File: src/rtl/div_radix2.sv
// Iterative radix-2 restoring divider (DIV/DIVU): WIDTH iterations, valid/ready in and out.
// Optional macro DIV_CANCEL_EN adds a cancel input that flushes an in-flight division.
module div_radix2 #(
    parameter int WIDTH = 32
) (
    input  logic             clk,
    input  logic             resetn,
    input  logic             in_valid,
    output logic             in_ready,
    input  logic             in_signed,
    input  logic [WIDTH-1:0] in_dividend,
    input  logic [WIDTH-1:0] in_divisor,
    output logic             out_valid,
    input  logic             out_ready,
    output logic [WIDTH-1:0] out_quot,
    output logic [WIDTH-1:0] out_rem,
    output logic             busy
`ifdef DIV_CANCEL_EN
    ,
    input  logic             cancel
`endif
);

    localparam int CW = (WIDTH > 1) ? $clog2(WIDTH) : 1;
    localparam logic [CW-1:0] CNT_LAST = CW'(WIDTH - 1);

    typedef enum logic [2:0] {
        S_IDLE,
        S_PREP,
        S_ITER,
        S_FIX,
        S_DONE
    } state_t;

    state_t           state_q;
    logic [CW-1:0]    cnt_q;
    logic [WIDTH-1:0] dividend_q;
    logic [WIDTH-1:0] divisor_q;
    logic [WIDTH-1:0] dvs_mag_q;
    logic [WIDTH-1:0] quot_q;
    logic [WIDTH-1:0] rem_q;
    logic [WIDTH-1:0] out_quot_q;
    logic [WIDTH-1:0] out_rem_q;
    logic             signed_q;
    logic             qneg_q;
    logic             rneg_q;
    logic             dz_q;
    logic             in_ready_q;
    logic             out_valid_q;
    logic             busy_q;

    logic             cancel_req;
    logic             dvd_neg;
    logic             dvs_neg;
    logic [WIDTH:0]   rem_shift;
    logic [WIDTH:0]   rem_trial;
    logic [WIDTH-1:0] quot_fix;
    logic [WIDTH-1:0] rem_fix;

`ifdef DIV_CANCEL_EN
    assign cancel_req = cancel;
`else
    assign cancel_req = 1'b0;
`endif

    assign dvd_neg = signed_q & dividend_q[WIDTH-1];
    assign dvs_neg = signed_q & divisor_q[WIDTH-1];

    // The restored remainder is always below |divisor|, so WIDTH bits hold it;
    // only the shifted value and the trial difference need the extra bit.
    assign rem_shift = {rem_q, quot_q[WIDTH-1]};
    assign rem_trial = rem_shift - {1'b0, dvs_mag_q};

    assign quot_fix = dz_q ? {WIDTH{1'b1}} : (qneg_q ? -quot_q : quot_q);
    assign rem_fix  = dz_q ? dividend_q    : (rneg_q ? -rem_q  : rem_q);

    always_ff @(posedge clk or negedge resetn) begin
        if (!resetn) begin
            state_q     <= S_IDLE;
            cnt_q       <= '0;
            dividend_q  <= '0;
            divisor_q   <= '0;
            dvs_mag_q   <= '0;
            quot_q      <= '0;
            rem_q       <= '0;
            out_quot_q  <= '0;
            out_rem_q   <= '0;
            signed_q    <= 1'b0;
            qneg_q      <= 1'b0;
            rneg_q      <= 1'b0;
            dz_q        <= 1'b0;
            in_ready_q  <= 1'b1;
            out_valid_q <= 1'b0;
            busy_q      <= 1'b0;
        end else if (cancel_req && (state_q != S_IDLE)) begin
            state_q     <= S_IDLE;
            in_ready_q  <= 1'b1;
            out_valid_q <= 1'b0;
            busy_q      <= 1'b0;
        end else begin
            case (state_q)
                S_IDLE: begin
                    if (in_valid) begin
                        dividend_q <= in_dividend;
                        divisor_q  <= in_divisor;
                        signed_q   <= in_signed;
                        in_ready_q <= 1'b0;
                        busy_q     <= 1'b1;
                        state_q    <= S_PREP;
                    end
                end
                S_PREP: begin
                    quot_q    <= dvd_neg ? -dividend_q : dividend_q;
                    dvs_mag_q <= dvs_neg ? -divisor_q  : divisor_q;
                    qneg_q    <= dvd_neg ^ dvs_neg;
                    rneg_q    <= dvd_neg;
                    dz_q      <= (divisor_q == '0);
                    rem_q     <= '0;
                    cnt_q     <= '0;
                    state_q   <= S_ITER;
                end
                S_ITER: begin
                    if (!rem_trial[WIDTH]) begin
                        rem_q  <= rem_trial[WIDTH-1:0];
                        quot_q <= {quot_q[WIDTH-2:0], 1'b1};
                    end else begin
                        rem_q  <= rem_shift[WIDTH-1:0];
                        quot_q <= {quot_q[WIDTH-2:0], 1'b0};
                    end
                    cnt_q <= cnt_q + 1'b1;
                    if (cnt_q == CNT_LAST) begin
                        state_q <= S_FIX;
                    end
                end
                S_FIX: begin
                    out_quot_q  <= quot_fix;
                    out_rem_q   <= rem_fix;
                    out_valid_q <= 1'b1;
                    state_q     <= S_DONE;
                end
                S_DONE: begin
                    if (out_ready) begin
                        out_valid_q <= 1'b0;
                        in_ready_q  <= 1'b1;
                        busy_q      <= 1'b0;
                        state_q     <= S_IDLE;
                    end
                end
                default: begin
                    state_q     <= S_IDLE;
                    in_ready_q  <= 1'b1;
                    out_valid_q <= 1'b0;
                    busy_q      <= 1'b0;
                end
            endcase
        end
    end

    assign in_ready  = in_ready_q;
    assign out_valid = out_valid_q;
    assign out_quot  = out_quot_q;
    assign out_rem   = out_rem_q;
    assign busy      = busy_q;

endmodule

File: config.mk
export PLATFORM = sky130hd
export DESIGN_NAME = div_radix2
export DESIGN_NICKNAME = d
export VERILOG_FILES = /design/src/rtl/div_radix2.sv
export SDC_FILE = /design/constraint.sdc
export NUM_CORES = 1
export LEC_CHECK = 0
export CAP_MARGIN = 20
export CELL_PAD_IN_SITES_DETAIL_PLACEMENT = 1
export CELL_PAD_IN_SITES_GLOBAL_PLACEMENT = 1
export CORE_MARGIN = 8
export CORE_UTILIZATION = 45
export DETAILED_ROUTE_END_ITERATION = 8
export PLACE_DENSITY = 0.86
export SLEW_MARGIN = 20
export SYNTH_ARGS = -nofsm -noshare
export SYNTH_HDL_FRONTEND = slang
export SYNTH_SLANG_ARGS = --single-unit
File: constraint.sdc
create_clock -name clk -period 3.91 [get_ports clk]
set_input_delay 0.782 -clock clk [delete_from_list [all_inputs] [get_ports clk]]
set_output_delay 0.782 -clock clk [all_outputs]
set_load 0.1 [all_outputs]
==> flow_summary_export.csv <==
group,metric,value,unit
logic_synthesis,yosysSeqAreaShare,42.79,%
cts,post_cts_buffers,0,
routing,drt-wirelength-per-cell,20.95,um
routing,wl,42700,um
logic_synthesis,synth_cell_types,70,
timing,skew,0.009748,ns
place,post-dp-hpwl,31010,um
final_layout,diodes,0,
cts,clock_latency,0.55,ns
logic_synthesis,ys_ff_latch,239,
worst_setup_path,crit_buf_inv,1,
cts,cts_hold_buf,0,
worst_setup_path,startpoint_type,"flip-flop",
routing,via_count,12030,
cts,numCtsBuffers,28,
floorplan,placementRows,64,
global_routing,grt_max_degree,95,
cts,root_buffer,"clkbuf_16",
logic_synthesis,yosys_warnings,0,
global_routing,grt_first_pass_wirelength,69070,um
timing,worstMarginPinSlew,1.080,ns
final_layout,final_cell_mix,"dfrtp_1 (237), o21ai_0 (178), nand2_1 (156)",
place,gp_congestion,0.9003,
global_routing,grt.met3_usage,2.982,%
status,outcome,"completed",
worst_setup_path,r2r_slack,0.44,ns
worst_setup_path,crit_path_top_delay_cell,"or4_1",
floorplan,io_pins,136,
final_layout,final_nets,1729,
timing,drv_slew,0,
cts,cts_buffer_depth,3,
logic_synthesis,syn-cell-area,13980,um^2
global_routing,overflow,0,
floorplan,die_w,192.3,um
global_routing,antenna_found_initial,0,
worst_setup_path,reg2reg_depth,12,
timing,hold_ws,0.2563,ns
cts,cts_max_level,1,
routing,viasPerCell,5.900,
logic_synthesis,synth.avg_cell_area,9.185,um^2
logic_synthesis,async_flop_share,100.0,%
worst_setup_path,r2r_start,"quot_q[31]$_DFFE_PN0P_",
global_routing,use_met2,40.57,%
worst_setup_path,path_class,"reg2reg",
logic_synthesis,synth_edf_count,0,
timing,finalCriticalPeriod,3.469,ns
global_routing,grt_usage,22.83,%
routing,drc,0,
global_routing,busiest_layer,"met2",
routing,drt_iter0_drc,587,
worst_setup_path,end_kind,"flip-flop",
logic_synthesis,synth_nets,1630,
timing,max_freq,288.3,MHz
cts,cts_tree,"done",
timing,min_period_over_period,88.72,%
floorplan,die-area,36960,um^2
worst_setup_path,required,4.40,ns
cts,clk_pin_slew,0.06,ns
place,portBuffers,135,
hold_path,hp-class,"in2async",
global_routing,grt_pass1_vias,12850,
routing,drt-pass1-iter-count,5,
timing,grt_setup_unrepaired,"false",
final_layout,syn_to_final_growth,18.52,%
final_layout,drive_gt1_share,9.074,%
floorplan,die_h,192.3,um
cts,cts.sinks,239,
cts,cts-resized-gates,0,
flow_run,drv_cap,0,
timing,tns,0,ns
logic_synthesis,synthCells,1522,
worst_setup_path,crit_fanout,10,
worst_setup_path,reg2reg_to,"rem_q[29]$_DFFE_PN0P_",
worst_setup_path,crit_chain,"inv_1, ha_1, fa_1, nand2b_1, a21oi_1, o22ai_1, o311a_1, a21oi_1, o211ai_1, and3_1, or4_1, nand3_1",
worst_setup_path,cp_slowest_stage_delay,0.50,ns
timing,hold_viol_final,0,
timing,finalSetupViolCount,0,
routing,antenna_left,0,
worst_setup_path,path_common_cell,"a21oi_1",
global_routing,grt_use_met1,28.21,%
final_layout,layout_commonest_cell,"dfrtp_1",
floorplan,core,30590,um^2
floorplan,start_util,45.70,%
worst_setup_path,cp_top_family,"compound AO/OA/AOI/OAI gates",
logic_synthesis,synth_ff_type,"dfrtp_1",
worst_setup_path,crit_arrival,3.96,ns
timing,slew_headroom,28.03,%
## how the worst max path moves through the flow
| stage | depth (start not counted) | startpoint | to |
|---|---|---|---|
| global placement | 12 | quot_q[31]$_DFFE_PN0P_ | rem_q[29]$_DFFE_PN0P_ |
| CTS | 12 | quot_q[31]$_DFFE_PN0P_ | rem_q[29]$_DFFE_PN0P_ |
| finish | 12 | quot_q[31]$_DFFE_PN0P_ | rem_q[29]$_DFFE_PN0P_ |
| floorplan | 14 | quot_q[31]$_DFFE_PN0P_ | rem_q[15]$_DFFE_PN0P_ |
| global route | 12 | quot_q[31]$_DFFE_PN0P_ | rem_q[29]$_DFFE_PN0P_ |
| detailed placement | 12 | quot_q[31]$_DFFE_PN0P_ | rem_q[29]$_DFFE_PN0P_ |
## state kept, by name, summed over array words and instances, names as in the netlist
name and flops:
dividend_q 32, divisor_q 32, dvs_mag_q 32, out_quot 32, out_rem 32, quot_q 32
rem_q 32, cnt_q 5, state_q 3, busy 1, dz_q 1, in_ready 1
out_valid 1, qneg_q 1, rneg_q 1, signed_q 1
## area by class of cell
type                    count  area, um^2
inverters                  56       210.2
fillers                  3485       14020
clock inverters             8       51.30
repair buffers            158        1567
clock buffers              43       838.3
multi-input cells        1138        7423
well taps                 396       495.5
flip-flops and latches    239        5983
## metrics by stage
stage                     cell area, um^2  utilization, %  cells  worst slack [ns]
final                               16570           54.16   2038            0.4412
after global placement              15680           51.26   1987            0.5629
after CTS                           16570           54.16   2038            0.4759
after floorplan                     13980               -   1522            0.8198
after detailed placement            15680           51.26   1987            0.4955
after global routing                16570           54.16   2038            0.2855
## synthesized netlist by cell type (all sizes together) (2+ instances only)
| cell | count | area share [%] |
|---|---|---|
| dfrtp | 238 | 43 |
| o21ai | 178 | 6.4 |
| nand2 | 158 | 4.2 |
| a21oi | 129 | 4.6 |
| nor2 | 116 | 3.1 |
| xor2 | 92 | 5.8 |
| clkbuf | 72 | 2.0 |
| mux2 | 59 | 4.8 |
| xnor2 | 58 | 3.6 |
| inv | 55 | 1.5 |
| a22oi | 38 | 2.0 |
| ha | 38 | 3.4 |
| mux2i | 29 | 2.1 |
| o31ai | 22 | 1.3 |
| nand3 | 18 | 0.64 |
| o41ai | 18 | 1.2 |
| a21o | 17 | 0.91 |
| buf | 17 | 0.73 |
| or3 | 15 | 0.78 |
| or4 | 15 | 0.86 |
| nor3 | 14 | 0.50 |
| a22o | 12 | 0.76 |
| nand2b | 11 | 0.49 |
| a32oi | 8 | 0.50 |
| nor2b | 8 | 0.36 |
| nor4 | 8 | 0.36 |
| and3 | 7 | 0.31 |
| nand4 | 7 | 0.31 |
| o21bai | 7 | 0.38 |
| o21a | 6 | 0.32 |
| o22ai | 6 | 0.27 |
| a211oi | 5 | 0.27 |
| o211ai | 5 | 0.27 |
| a31oi | 4 | 0.18 |
| and2 | 3 | 0.13 |
| nand3b | 3 | 0.16 |
| a221oi | 2 | 0.13 |
| nor3b | 2 | 0.11 |
| or2 | 2 | 0.089 |
| or4b | 2 | 0.17 |
## routing by layer
layer,wire length (um),vias up
li1,-,5583
met1,18100,6066
met2,21300,277
met3,1840,99
met4,1462,0
met5,0,-
## logic make-up after synthesis
group | after synthesis | synth area share [%]
buffers and inverters | 145 | 4.269
XOR/XNOR | 150 | 9.398
AO/OA/AOI/OAI | 470 | 20.41
flip-flops | 239 | 42.79
adder cells (fa/ha/maj) | 39 | 3.544
AND/OR/NAND/NOR | 391 | 12.76
multiplexers | 88 | 6.829
Power is not shown: default switching activity piles up to over one toggle a cycle in this logic, so the estimate is an artifact.
